## src/rtl/ru_wb_arbiter.sv

```systemverilog
// ru_wb_arbiter: arbitrates two writeback requesters (ALU = A, LSU = B) onto a
// single register-unit write port. After reset an optional sweep writes x1..x31
// (x2 gets SP_INIT, the rest 0) before requesters are served. Grants are
// round-robin when both requesters are valid; the write appears one cycle after
// acceptance. Writes to x0 are accepted but dropped.
module ru_wb_arbiter #(
  parameter logic [31:0] SP_INIT = 32'hFFFF_FFFF,
  parameter logic        INIT_EN = 1'b1
) (
  input  logic        clk,
  input  logic        rst_n,
  input  logic        a_valid,
  input  logic [4:0]  a_rd,
  input  logic [31:0] a_data,
  output logic        a_ready,
  input  logic        b_valid,
  input  logic [4:0]  b_rd,
  input  logic [31:0] b_data,
  output logic        b_ready,
  output logic [4:0]  rd,
  output logic [31:0] DataWr,
  output logic        RUWr,
  output logic        init_done,
  output logic        conflict
);

  typedef enum logic {
    ST_INIT = 1'b0,
    ST_RUN  = 1'b1
  } state_t;

  localparam state_t RST_STATE = (INIT_EN == 1'b1) ? ST_INIT : ST_RUN;

  state_t      state_r, state_s;
  logic [4:0]  idx_r, idx_s;
  logic        ptr_r, ptr_s;        // 0: A wins a tie, 1: B wins a tie
  logic [4:0]  rd_r, rd_s;
  logic [31:0] data_r, data_s;
  logic        wr_r, wr_s;
  logic        done_r, done_s;
  logic        conf_r, conf_s;

  logic        serve_s;
  logic        both_s;
  logic        a_grant_s;
  logic        b_grant_s;

  // Requesters are only served once init_done is visible; this also keeps
  // ready low while reset is held, since done_r is cleared asynchronously.
  assign serve_s   = done_r && (state_r == ST_RUN);
  assign both_s    = a_valid && b_valid;
  assign a_grant_s = serve_s && a_valid && (!b_valid || (ptr_r == 1'b0));
  assign b_grant_s = serve_s && b_valid && !a_grant_s;

  assign a_ready   = a_grant_s;
  assign b_ready   = b_grant_s;

  assign rd        = rd_r;
  assign DataWr    = data_r;
  assign RUWr      = wr_r;
  assign init_done = done_r;
  assign conflict  = conf_r;

  // Next-state and next-output logic for the INIT sweep and RUN arbitration.
  always_comb begin
    state_s = state_r;
    idx_s   = idx_r;
    ptr_s   = ptr_r;
    rd_s    = 5'd0;
    data_s  = 32'd0;
    wr_s    = 1'b0;
    done_s  = done_r;
    conf_s  = 1'b0;

    case (state_r)
      ST_INIT: begin
        wr_s   = 1'b1;
        rd_s   = idx_r;
        data_s = (idx_r == 5'd2) ? SP_INIT : 32'd0;
        idx_s  = idx_r + 5'd1;
        if (idx_r == 5'd31) begin
          state_s = ST_RUN;
        end else begin
          state_s = ST_INIT;
        end
      end

      ST_RUN: begin
        done_s = 1'b1;
        if (a_grant_s) begin
          wr_s   = (a_rd != 5'd0);
          rd_s   = a_rd;
          data_s = (a_rd != 5'd0) ? a_data : 32'd0;
        end else if (b_grant_s) begin
          wr_s   = (b_rd != 5'd0);
          rd_s   = b_rd;
          data_s = (b_rd != 5'd0) ? b_data : 32'd0;
        end else begin
          wr_s   = 1'b0;
        end

        // After a tie the loser gets priority next time.
        if (serve_s && both_s) begin
          ptr_s = ~ptr_r;
        end else begin
          ptr_s = ptr_r;
        end

        conf_s = serve_s && both_s && (a_rd == b_rd) && (a_rd != 5'd0);
      end

      default: begin
        state_s = RST_STATE;
        idx_s   = 5'd1;
        ptr_s   = 1'b0;
        done_s  = 1'b0;
      end
    endcase
  end

  // State, sweep index, round-robin pointer and registered outputs.
  always_ff @(posedge clk or negedge rst_n) begin
    if (!rst_n) begin
      state_r <= RST_STATE;
      idx_r   <= 5'd1;
      ptr_r   <= 1'b0;
      rd_r    <= 5'd0;
      data_r  <= 32'd0;
      wr_r    <= 1'b0;
      done_r  <= 1'b0;
      conf_r  <= 1'b0;
    end else begin
      state_r <= state_s;
      idx_r   <= idx_s;
      ptr_r   <= ptr_s;
      rd_r    <= rd_s;
      data_r  <= data_s;
      wr_r    <= wr_s;
      done_r  <= done_s;
      conf_r  <= conf_s;
    end
  end

endmodule

```

## config.mk

```make
export PLATFORM = sky130hd
export DESIGN_NAME = ru_wb_arbiter
export DESIGN_NICKNAME = d
export VERILOG_FILES = /design/src/rtl/ru_wb_arbiter.sv
export SDC_FILE = /design/constraint.sdc
export NUM_CORES = 1
export LEC_CHECK = 0
export ABC_AREA = 1
export CORE_UTILIZATION = 25
export CTS_CLUSTER_DIAMETER = 120
export CTS_CLUSTER_SIZE = 28
export DETAILED_ROUTE_END_ITERATION = 6
export GPL_TIMING_DRIVEN = 0
export PLACE_DENSITY_LB_ADDON = 0.15
export SETUP_SLACK_MARGIN = 0.5
export SYNTH_ARGS = -nofsm -noshare
export SYNTH_HDL_FRONTEND = slang
export SYNTH_SLANG_ARGS = --single-unit
```

## constraint.sdc

```tcl
create_clock -name clk -period 1.4 [get_ports clk]
set_clock_uncertainty 0.2 [all_clocks]
set_input_delay 0.14 -clock clk [delete_from_list [all_inputs] [get_ports clk]]
set_output_delay 0.14 -clock clk [all_outputs]
set_load 0.01 [all_outputs]
```

==> impl_metrics.yaml, run 1 <==
placement:
  port_buffers: 119
  place.gp.congestion: 0.7457
  post-place-ws_ns: -0.6263
  dp_hpwl_um: 5286
floorplanning:
  core-area_mm2: 0.008341
  initial_core_util_pct: 26.15
  die_area_mm2: 0.009101
  die_x_um: 95.40
  placementRows: 33
  dieHeight_um: 95.40
  ios: 120
route:
  drt-total-wl_um: 8359
  dr_total_vias: 2440
  ant_nets: 0
  via_per_inst: 4.692
  first_pass_iters: 4
  drt_iter0_drc: 119
  drcViolationCount: 0
  wl_per_cell_um: 16.08
critical_path:
  worstPathRequired_ns: 1.40
  startpoint_type: "register"
  path_max_fanout: 3
  r2r_start: "idx_r[0]"
  critPathLaunch: "idx_r[0]"
  crit_type: "register to register"
  arrival_ns: 1.63
  end_kind: "register"
cts:
  htreeDepth: 2
  clock_latency_ns: 0.30
  cts.sinks: 47
  numCtsBuffers: 5
  root_buffer: "clkbuf_8"
  clockBufferDepth: 2
  clk_pin_slew_ns: 0.09
  cts_tree: "yes"
pwr:
  power_leakage_uw: 0.002253
  peakVddDrop_mv: 0.4254
  cellPowerDensity_mw_per_mm2: 892.3
timing:
  min_period_ns: 1.637
  fin_crit_sh_pct: 117.0
  tightest_slew_ns: 0.5678
  report.final.setup_viol: 45
  relSlewSlack_pct: 62.15
  max_freq_mhz: 610.7
  finalMaxSlewViolations: 0
  rsz0062_at_grt: "true"
  setup_ws_ns: -0.2373
  hold_violations: 34
  hold_ws_ns: -0.3803
grt:
  grt_pass1_vias: 2347
  grt_pass1_wl_um: 12230
  antenna_found_initial: 0
  grt_max_degree: 25
  gr-total-overflow: 0
  track_usage_pct: 17.87
outcome:
  status: "finished, violations left"
  violations: "negative hold slack, negative setup slack"
logic_synthesis:
  ys_warn_count: 0
  postSynthNetCount: 331
  synthCells: 250
  synth_seq_cells: 47
  synth-seq-area-share_pct: 53.99
  synth_cell_types: 20
  syn_area_per_cell_um2: 8.723
  syn_area_mm2: 0.002181
job:
  max_cap_viol_count: 0
hold_path:
  min-delay-path-class: "primary input to asynchronous set/reset pin"
final_layout:
  layout_common_cells: "72 x clkdlybuf4s50_1, 56 x nand3_1, 49 x nand3_2"
  final_common_cell: "clkdlybuf4s50_1"
  n_fill_cell: 761
  fin_nets: 495
  layout-drive-gt1-share_pct: 46.02
  antenna_cells: 0
  area_growth_pct: 103.3
## report_power, final
group          internal [uW]  switching [uW]
Sequential              1540            64.0
Combinational            796             628
Clock                    450             478
Total                   2780            1170
## per-layer routing
metal  vias to the layer above  global-route usage [%]  wire length [um]
li1                       1174                       -                 -
met4                         0                   4.975               158
met2                        82                   30.89              4267
met1                      1172                   22.87              3457
met5                         -                       0                 0
met3                        12                   3.030               475
## logic make-up (layout without fill, tap and decap cells)
family	count (synthesis)	after routing	synth area share, %
AOI/OAI and AO/OA	6	6	1.377
xor gates and xnor gates	3	3	1.205
buffers and inverters	32	197	7.343
and+or+nand+nor	159	159	34.37
adders and majority gates	3	3	1.721
DFF	47	47	53.99
## layout make-up
type                            count  area [um2]  share of cell area [%]
Timing Repair Buffer              157        1524                   34.38
Multi-Input combinational cell    171        1251                   28.22
Sequential cell                    47        1180                   26.62
Buffer                             18       177.7                   4.008
Tap cell                          105       131.4                   2.964
Clock buffer                        7       96.34                   2.173
Inverter                           14       65.06                   1.468
Clock inverter                      1       7.507                  0.1693
## per-stage QoR
step                utilization [%]  total power [uW]  cells  instance area, um2  setup TNS (ns)
floorplan                         -              2095    250                2252          -2.441
global placement              42.86              2799    474                3575          -86.02
detailed placement            43.04              2817    475                3590          -16.25
CTS                           49.44              3829    513                4124          -5.397
global route                  53.15              4164    520                4433          -9.478
finish                        53.15              3955    520                4433          -6.934
## sequential cells by signal (all words and copies together), names as in the netlist
register   cells
DataWr        32
RUWr           1
conflict       1
idx_r          5
init_done      1
ptr_r          1
rd             5
state_r        1
## synth_stat cells (all sizes together)
cell	count	area share [%]
a21oi	1	0.23
buf	16	4.6
clkbuf	2	0.34
dfrtp	46	53
dfstp	1	1.2
ha	3	1.7
inv	14	2.4
nand2	37	6.5
nand3	106	24
nand4	2	0.57
nor2	12	2.4
o21ai	5	1.1
or2	2	0.57
xnor2	1	0.40
xor2	2	0.80
## path summary, 6_finish.rpt
| kind | to | slack (ns) | depth (start not counted) |
|---|---|---|---|
| worst max-delay path | idx_r[4] | -0.24 | 7 |
| worst min-delay path | rd[4] | -0.38 | 1 |
| worst max register to register | idx_r[4] | -0.24 | 7 |
| worst min register to register | rd[3] | 0.36 | 2 |
| max in group asynchronous | idx_r[0] | 0.78 | 2 |
| min in group clk | rd[2] | 0.04 | 3 |
## worst max-delay path: stages, from the launching register on
cell     delay (ns)
dfstp_2        0.60
buf_12         0.12
ha_4           0.13
nand2_4        0.06
nor2_4         0.11
ha_4           0.20
nand2_2        0.06
nand2_1        0.05
## repair_timing
item / CTS / global route
hold endpoints to repair: 23 / 23
setup buffers: 23 / 6
resized for setup: 265 / 53
gates cloned: 7 / 1
setup endpoints to repair: 89 / 89
pin swaps: 27 / 18
Power figures use the tool's default switching activity.
==> run 2, diff against run 1 <==
==> constraint.sdc (replaced) <==
create_clock -name clk -period 1.6 [get_ports clk]
set_clock_uncertainty 0.2 [all_clocks]
set_input_delay 0.16 -clock clk [delete_from_list [all_inputs] [get_ports clk]]
set_output_delay 0.16 -clock clk [all_outputs]
set_load 0.01 [all_outputs]
==> run 2 against run 1 <==
Net effect:
- the flow still finishes with violations (negative hold slack, negative setup slack)
- critical path depth down 1
- utilization shrank 2.7 points
- die area unchanged
- largest cell class unchanged
- largest power group unchanged
==> impl_metrics.yaml, run 2 (synthesis gave the netlist of run 1 again) <==
outcome:
  status: "finished, violations left"
  violations: "negative hold slack, negative setup slack"
floorplanning:
  die_x_um: 95.40
  placementRows: 33
  ios: 120
  dieHeight_um: 95.40
  core-area_mm2: 0.008341
  initial_core_util_pct: 26.15
  die_area_mm2: 0.009101
critical_path:
  path_max_fanout: 10
  arrival_ns: 1.62
  crit_type: "register to register"
  cpPeakStageDelay_ns: 0.60
  crit_chain: "inv_2 -> ha_4 -> nand4_1 -> buf_6 -> buf_12 -> nand3_1"
  worstPathRequired_ns: 1.60
  r2r_slack_ns: -0.02
  path_buf_inv: 3
  startpoint_type: "register"
  worst_path_max_delay_cell: "dfstp_2"
  cp_top_family: "flip-flops"
  end_kind: "register"
final_layout:
  area_growth_pct: 93.06
  utilization_pct: 50.48
  antenna_cells: 0
  layout-drive-gt1-share_pct: 42.05
  final_cell_area_mm2: 0.004210
  layout_common_cells: "67 x clkdlybuf4s50_1, 66 x nand3_1, 44 x dfrtp_1"
  final_common_cell: "clkdlybuf4s50_1"
  largest_register_ffs: 32
  n_fill_cell: 786
  fin_nets: 489
timing:
  finalMaxSlewViolations: 0
  hold_violations: 46
  setup_ws_ns: -0.01863
  report.final.setup_viol: 13
  setup_tns_ns: -0.1226
  min_period_ns: 1.619
  relSlewSlack_pct: 69.12
  tightest_slew_ns: 0.4633
  max_freq_mhz: 617.8
  rsz0062_at_grt: "true"
  fin_crit_sh_pct: 101.2
  hold_ws_ns: -0.4105
placement:
  port_buffers: 119
  place.gp.congestion: 0.7628
  dp_hpwl_um: 5286
  place_area_mm2: 0.003572
route:
  ant_nets: 0
  drt-total-wl_um: 8014
  dr_total_vias: 2424
  drcViolationCount: 0
  first_pass_iters: 4
  wl_per_cell_um: 15.59
  drt_iter0_drc: 56
  via_per_inst: 4.716
pwr:
  power_leakage_uw: 0.002163
  seq_power_share_pct: 42.2
  peakVddDrop_mv: 0.3235
  p_int_uw: 2295
  combPwrFrac_pct: 35.2
  switching_power_uw: 1023
  cellPowerDensity_mw_per_mm2: 788.1
  p_total_uw: 3318
  sw_frac_of_total_pct: 30.82
  clkPwrFrac_pct: 22.6
grt:
  track_usage_pct: 17.55
  gr-total-overflow: 0
  grt_pass1_vias: 2393
  grt_max_degree: 31
  antenna_found_initial: 0
  grt_pass1_wl_um: 12110
cts:
  htreeDepth: 2
  clock_latency_ns: 0.31
  numCtsBuffers: 5
  root_buffer: "clkbuf_8"
  cts.sinks: 47
  clk_pin_slew_ns: 0.10
  clockBufferDepth: 2
  cts_tree: "yes"
job:
  max_cap_viol_count: 0
hold_path:
  min-delay-path-class: "primary input to asynchronous set/reset pin"
-- run 2: cell count changes in the layout (fill, tap and decap cells not counted), moves of 2 or more --
cell             delta
clkbuf_8            -2
dlymetal6s2s_1      +2
buf_6               -5
clkdlybuf4s50_1     -5
buf_2               +4
nand2_1             +5
dlygate4sd3_1       +3
clkbuf_2            +2
nand2_4             -4
nand3_1            +10
buf_4               -2
buf_8               -4
nand3_2            -11
clkinv_2            +2
-- run 2: worst paths after layout --
check                               from         end  depth (start not counted)
max in group asynchronous          rst_n    idx_r[0]                          2
min in group clk                 b_rd[3]       rd[3]                          3
worst max register to register  idx_r[0]  DataWr[29]                          6
worst min-delay path               rst_n  DataWr[14]                          1
worst min register to register  idx_r[3]       rd[3]                          2
worst max-delay path            idx_r[0]  DataWr[29]                          6
-- run 2: metrics by stage --
stage          cells  setup slack (ns)
6_report         514          -0.01863
5_1_grt          514          -0.08183
4_1_cts          508         -0.009476
3_5_place_dp     475           -0.4455
3_3_place_gp     474            -1.443
2_1_floorplan    250            0.1209
-- run 2: worst reg2reg max path: cells and delay by family, from the launching register on --
family,cells,cell delay (ns)
DFF,1,0.60
buffers and inverters,3,0.40
and+or+nand+nor,2,0.16
adders and majority gates,1,0.15
-- run 2: layout make-up --
type | instances | area [um2] | area share [%]
clock buffers | 5 | 68.82 | 1.634
well taps | 105 | 131.4 | 3.120
multi-input cells | 171 | 1182 | 28.08
plain buffers | 18 | 172.7 | 4.101
repair buffers | 151 | 1396 | 33.16
clock inverters | 3 | 18.77 | 0.4458
flip-flops and latches | 47 | 1180 | 28.02
inverters | 14 | 60.06 | 1.426
-- run 2: metal layers --
metal,global-route usage (%),vias to the layer above,wire [um]
met5,0,-,0
met4,5.100,0,143
li1,-,1161,-
met3,3.349,14,445
met1,21.21,1175,3179
met2,31.49,74,4247
-- run 2: power by group through the flow --
stage / Clock [uW] / Combinational (uW) / Sequential [uW]
2_1_floorplan: 0 / 325 / 1510
3_3_place_gp: 0 / 1020 / 1420
3_5_place_dp: 0 / 1040 / 1420
4_1_cts: 771 / 1150 / 1400
5_1_grt: 823 / 1260 / 1420
6_report: 751 / 1170 / 1400
-- run 2: timing repair --
action                                 4_1_cts  5_1_grt
setup endpoints to repair                   88       89
endpoints found under the hold margin       46       19
gates resized for setup                    277       24
cloned                                       5        0
pin swaps                                   30       17
setup buffers                               20        3
